===== config.mk =====
export PLATFORM = sky130hd
export DESIGN_NAME = nibble_serializer_flat
export DESIGN_NICKNAME = d
export VERILOG_FILES = /design/src/rtl/nibser_pkg.sv /design/src/rtl/nibble_serializer_if.sv /design/src/rtl/nibble_xor_reduce.sv /design/src/rtl/nibble_serializer.sv /design/src/flat_wrapper.sv
export SDC_FILE = /design/constraint.sdc
export NUM_CORES = 1
export LEC_CHECK = 0
export ABC_CLOCK_PERIOD_IN_PS = 1240
export CAP_MARGIN = 25
export CORE_MARGIN = 4
export CORE_UTILIZATION = 43
export CTS_CLUSTER_DIAMETER = 100
export CTS_CLUSTER_SIZE = 25
export DETAILED_ROUTE_END_ITERATION = 10
export PLACE_DENSITY = 0.74
export SYNTH_ARGS = -nofsm -noshare
export SYNTH_HDL_FRONTEND = slang
export SYNTH_SLANG_ARGS = --single-unit

===== constraint.sdc =====
create_clock -name clk -period 1.24 [get_ports clk]
set_clock_uncertainty 0.05 [all_clocks]
set_input_delay 0.248 -clock clk [delete_from_list [all_inputs] [get_ports clk]]
set_output_delay 0.248 -clock clk [all_outputs]
set_load 0.02 [all_outputs]

===== src/rtl/nibser_pkg.sv =====
// Shared constants and types for the nibble serializer.
// Optional feature macro: NIBSER_PARITY_EN (appends an XOR parity nibble).
package nibser_pkg;

  localparam int W     = 4;                  // nibble width in bits
  localparam int DEPTH = 8;                  // nibbles per word
  localparam int CNT_W = $clog2(DEPTH + 1);  // nibble counter width

  typedef enum logic [1:0] {
    IDLE  = 2'd0,
    SHIFT = 2'd1,
    DONE  = 2'd2
  } nibser_state_t;

endpackage


===== src/rtl/nibble_serializer_if.sv =====
// Load handshake and nibble output bundle of the nibble serializer.
// master = word source / downstream shifter side, slave = serializer.
interface nibble_serializer_if import nibser_pkg::*; ();

  logic                 load_valid;
  logic                 load_ready;
  logic [W*DEPTH-1:0]   load_data;
  logic                 shn;
  logic [W-1:0]         so;
  logic                 so_valid;
  logic                 busy;
  logic                 done;

  modport master (
    output load_valid, load_data, shn,
    input  load_ready, so, so_valid, busy, done
  );

  modport slave (
    input  load_valid, load_data, shn,
    output load_ready, so, so_valid, busy, done
  );

endinterface


===== src/rtl/nibble_xor_reduce.sv =====
// Combinational XOR of all DEPTH nibbles of a word; produces the parity
// nibble sent after the data when NIBSER_PARITY_EN is defined.
module nibble_xor_reduce import nibser_pkg::*; (
  input  logic [W*DEPTH-1:0] data,
  output logic [W-1:0]       parity
);

  // fold every nibble into the running XOR
  always_comb begin
    parity = '0;
    for (int k = 0; k < DEPTH; k++) begin
      parity = parity ^ data[W*k +: W];
    end
  end

endmodule


===== src/rtl/nibble_serializer.sv =====
// Nibble serializer: accepts a W*DEPTH-bit word over a valid/ready handshake
// and presents it nibble 0 first on so, advancing on each shn strobe.
// Build option NIBSER_PARITY_EN: one extra XOR-parity nibble follows the data.
module nibble_serializer import nibser_pkg::*; (
  input  logic                clk,
  input  logic                rst,
  nibble_serializer_if.slave  bus
);

`ifdef NIBSER_PARITY_EN
  // count value of the final symbol (the parity nibble)
  localparam logic [CNT_W-1:0] LAST = CNT_W'(DEPTH);
`else
  // count value of the final symbol (data nibble DEPTH-1)
  localparam logic [CNT_W-1:0] LAST = CNT_W'(DEPTH - 1);
`endif

  nibser_state_t      state, state_next;
  logic [W-1:0]       nib [DEPTH];
  logic [CNT_W-1:0]   count;
  logic [W-1:0]       head;
  logic               ready;
  logic               load_fire;
  logic               shift_fire;

  // load_ready is a pure function of state, so no path from load_valid
  assign load_fire  = bus.load_valid && ready;
  assign shift_fire = (state == SHIFT) && bus.shn;

`ifdef NIBSER_PARITY_EN
  logic [W-1:0] parity_calc;
  logic [W-1:0] parity;

  nibble_xor_reduce u_xor (
    .data   (bus.load_data),
    .parity (parity_calc)
  );

  // parity is captured with the word and held for the final symbol
  always_ff @(posedge clk or posedge rst) begin
    if (rst) begin
      parity <= '0;
    end else if (load_fire) begin
      parity <= parity_calc;
    end
  end

  // once all data nibbles are out, the parity nibble is presented
  assign head = (count == LAST) ? parity : nib[0];
`else
  assign head = nib[0];
`endif

  // state register
  always_ff @(posedge clk or posedge rst) begin
    if (rst) begin
      state <= IDLE;
    end else begin
      state <= state_next;
    end
  end

  // next-state and output decode
  always_comb begin
    state_next = state;
    ready      = 1'b0;
    bus.so     = '0;
    bus.so_valid = 1'b0;
    bus.busy   = 1'b1;
    bus.done   = 1'b0;
    case (state)
      IDLE: begin
        bus.busy = 1'b0;
        ready    = 1'b1;
        if (bus.load_valid) state_next = SHIFT;
      end
      SHIFT: begin
        bus.so       = head;
        bus.so_valid = 1'b1;
        if (bus.shn && (count == LAST)) state_next = DONE;
      end
      DONE: begin
        bus.done   = 1'b1;
        ready      = 1'b1;
        state_next = bus.load_valid ? SHIFT : IDLE;
      end
      default: state_next = IDLE;
    endcase
  end

  assign bus.load_ready = ready;

  // nibble array and counter: parallel load, shift toward index 0 on shn
  always_ff @(posedge clk or posedge rst) begin
    if (rst) begin
      for (int k = 0; k < DEPTH; k++) nib[k] <= '0;
      count <= '0;
    end else if (load_fire) begin
      for (int k = 0; k < DEPTH; k++) nib[k] <= bus.load_data[W*k +: W];
      count <= '0;
    end else if (shift_fire) begin
      for (int k = 0; k < DEPTH - 1; k++) nib[k] <= nib[k+1];
      nib[DEPTH-1] <= '0;
      count <= count + 1'b1;
    end
  end

endmodule


===== src/flat_wrapper.sv =====
// flat-port wrapper written by rule: the top's interface ports become plain ports
module nibble_serializer_flat import nibser_pkg::*;
  (clk, rst, bus_load_valid, bus_load_data, bus_shn, bus_load_ready, bus_so, bus_so_valid, bus_busy, bus_done);
  nibble_serializer_if bus_i ();
  input  logic clk;
  input  logic rst;
  input wire logic [$bits(bus_i.load_valid)-1:0] bus_load_valid;
  input wire logic [$bits(bus_i.load_data)-1:0] bus_load_data;
  input wire logic [$bits(bus_i.shn)-1:0] bus_shn;
  output wire logic [$bits(bus_i.load_ready)-1:0] bus_load_ready;
  output wire logic [$bits(bus_i.so)-1:0] bus_so;
  output wire logic [$bits(bus_i.so_valid)-1:0] bus_so_valid;
  output wire logic [$bits(bus_i.busy)-1:0] bus_busy;
  output wire logic [$bits(bus_i.done)-1:0] bus_done;
  assign bus_i.load_valid = bus_load_valid;
  assign bus_i.load_data = bus_load_data;
  assign bus_i.shn = bus_shn;
  assign bus_load_ready = bus_i.load_ready;
  assign bus_so = bus_i.so;
  assign bus_so_valid = bus_i.so_valid;
  assign bus_busy = bus_i.busy;
  assign bus_done = bus_i.done;
  nibble_serializer u_core (.clk(clk), .rst(rst), .bus(bus_i));
endmodule

==> reports/metrics.cfg <==
[status]
status = finished with violations
violations = setup timing

[logic_synthesis]
syn_inst = 167
synth_top_cell_by_area = dfrtp_1
syn_nets = 204
avgSynthCellArea_um2 = 10.4
ys_seq_elements = 38
synth-async-reset-ratio_pct = 100
synthesis.area_um2 = 1730
synth_ff_type = dfrtp_1
yosysTopAreaCellShare_pct = 54.9
synth_cell_types = 26
yosysSeqAreaShare_pct = 54.9
synth.area.top_cells = dfrtp_1 (55%), a22o_1 (8.6%), a21o_1 (7.4%)
ys_warn_count = 0
synth_edf_count = 0

[final_layout]
nNetsFinal = 271
mostFrequentLayoutCells = dfrtp_1 (36), clkdlybuf4s50_1 (35), nand2_1 (26)
finalNonFillerCells = 283
drive_gt1_share_pct = 32.3
final_common_cell = dfrtp_1
nFillCells = 257
post-route-util_pct = 71.4
area_growth_pct = 55.5
fin_area_um2 = 2690
antennaDiodeCount = 0

[routing]
dr.pass1.iters = 6
wl_mm = 4.34
met1Wirelength_mm = 1.78
wl_met2_mm = 2.28
met3_wirelength_um = 189
vias_per_cell = 5.42
drc_errors = 0
drtIter0Drc = 98
ant_nets = 0
avgRoutedWirePerCell_um = 15.3
highest_layer = met4
vias = 1534

[sta]
maxSlewHeadroom_pct = 82.7
drv_slew = 0
max_freq_mhz = 670
worstMarginPinSlew_ns = 0.258
hold_viol_final = 0
setup_viol = 44
final.min_clock_period_ns = 1.49
finalCritPeriodShare_pct = 120
setup_ws_ns = -0.252
rsz0062_at_grt = true

[place]
preCtsSetupSlack_ns = -0.448
dp.cells = 270
dp_hpwl_mm = 3.07
port_buffers = 43
gp_congestion = 0.799
place_area_um2 = 2380

[grt]
grt_pass1_vias = 1570
grt_pass1_wl_mm = 6.98
antenna_found_initial = 0
grt_overflow = 0
gr-usage-all-layers_pct = 17.4
grt_max_degree = 39

[worst_setup_path]
critPathCaptureType = output port
slowest_delay_ns = 0.46
crit_path_start_kind = register
cp_top_family = flip-flops
worst-path-buf-inv = 1
path_cells = nor2b_4, and2_4, buf_6
crit_slowest_cell = dfrtp_2
critPathArrivalTime_ns = 1.19
worstPathRequired_ns = 0.94
worstSetupPathType = register to output port
path_max_fanout = 5

[clocking]
numCtsBuffers = 5
clock-sinks = 38
clk_pin_slew_ns = 0.07
worst_skew_pair.late_latency_ns = 0.29
htreeDepth = 2
clockRootBuffer = clkbuf_8
clock_path_buffers = 2
cts_tree = done

[power_and_ir_drop]
power.density_nw_per_um2 = 2310
ir_worst_vdd_v = 0.00107
power_mw = 6.21
p_leak_nw = 1.36

[floorplanning]
start_util_pct = 45.9
core_area_um2 = 3770
pin_count = 44
die_h_um = 71.5
row_count = 22
dieArea_um2 = 5110
die_w_um = 71.5

[min_path]
hold_path_class = primary input to asynchronous set/reset pin

[flow_run]
drv_cap = 0

==> metal layers <==
layer / vias to the layer above / track usage, %
met5: - / 0
met4: 0 / 7.72
met3: 10 / 4.35
met2: 38 / 29.7
met1: 764 / 20.8
li1: 722 / -
==> power breakdown <==
group	switching [mW]	internal, mW
logic	1.22	1.51
clock network	0.438	0.858
registers	0.401	1.79
total	2.06	4.16
==> logic make-up after synthesis <==
group	after synthesis	share of synthesized area [%]
compound gates	51	21.0
mux	3	1.73
fa+ha+maj	1	0.722
simple gates	60	16.8
buf+inv	14	4.91
flops	38	54.9
==> what timing repair did <==
item	CTS	global route
resized for setup	55	27
endpoints found under the setup margin	44	44
hold buffers	0	0
buffers inserted	2	2
gates cloned	0	1
pin swaps	3	12
==> registers in the layout (all words and copies together), names as in the netlist <==
register	flops
u_core.head	4
u_core.state	2
u_core.count	4
u_core.nib	28
==> Yosys cell counts (2+ instances only) <==
cell       n
dfrtp_1   38
nand2_1   27
a21o_1    17
a22o_1    17
a21oi_1   15
nand3_1   12
nor2_1     6
buf_2      5
and2_1     3
buf_6      3
inv_1      3
mux2i_1    3
nor2b_1    3
clkbuf_1   2
nor3_1     2
==> per-stage QoR <==
stage / setup TNS (ns) / hold slack [ns]
floorplan: -1.21 / 0.303
global placement: -12.41 / 0.405
detailed placement: -13.46 / 0.409
CTS: -8.50 / 0.259
global route: -9.90 / 0.295
finish: -7.89 / 0.247
==> layout make-up <==
class                           count  area [um2]  area share, %
Clock buffer                        6        82.6           3.07
Clock inverter                      2        60.1           2.23
Inverter                            3        11.3          0.418
Multi-Input combinational cell    115         823           30.6
Sequential cell                    38         953           35.4
Tap cell                           48        60.1           2.23
Timing Repair Buffer               71         702           26.1
==> worst paths after layout <==
check / depth (start not counted) / startpoint / slack, ns / endpoint
min reg2reg: 1 / u_core.count[3] / 0.42 / u_core.count[3]
min: 3 / rst / 0.25 / u_core.nib[9]
max reg2reg: 5 / u_core.state[0] / -0.25 / u_core.nib[15]
max: 3 / u_core.state[1] / -0.25 / bus_so[3]
max in group asynchronous: 3 / rst / 0.69 / u_core.state[0]
min in group clk: 1 / u_core.count[3] / 0.42 / u_core.count[3]
==> worst min-delay path, cell delays in order <==
cell	delay [ns]
clkdlybuf4s50_1	0.40
inv_1	0.09
buf_12	0.22
Note: power is estimated with default switching activity, not from simulation.
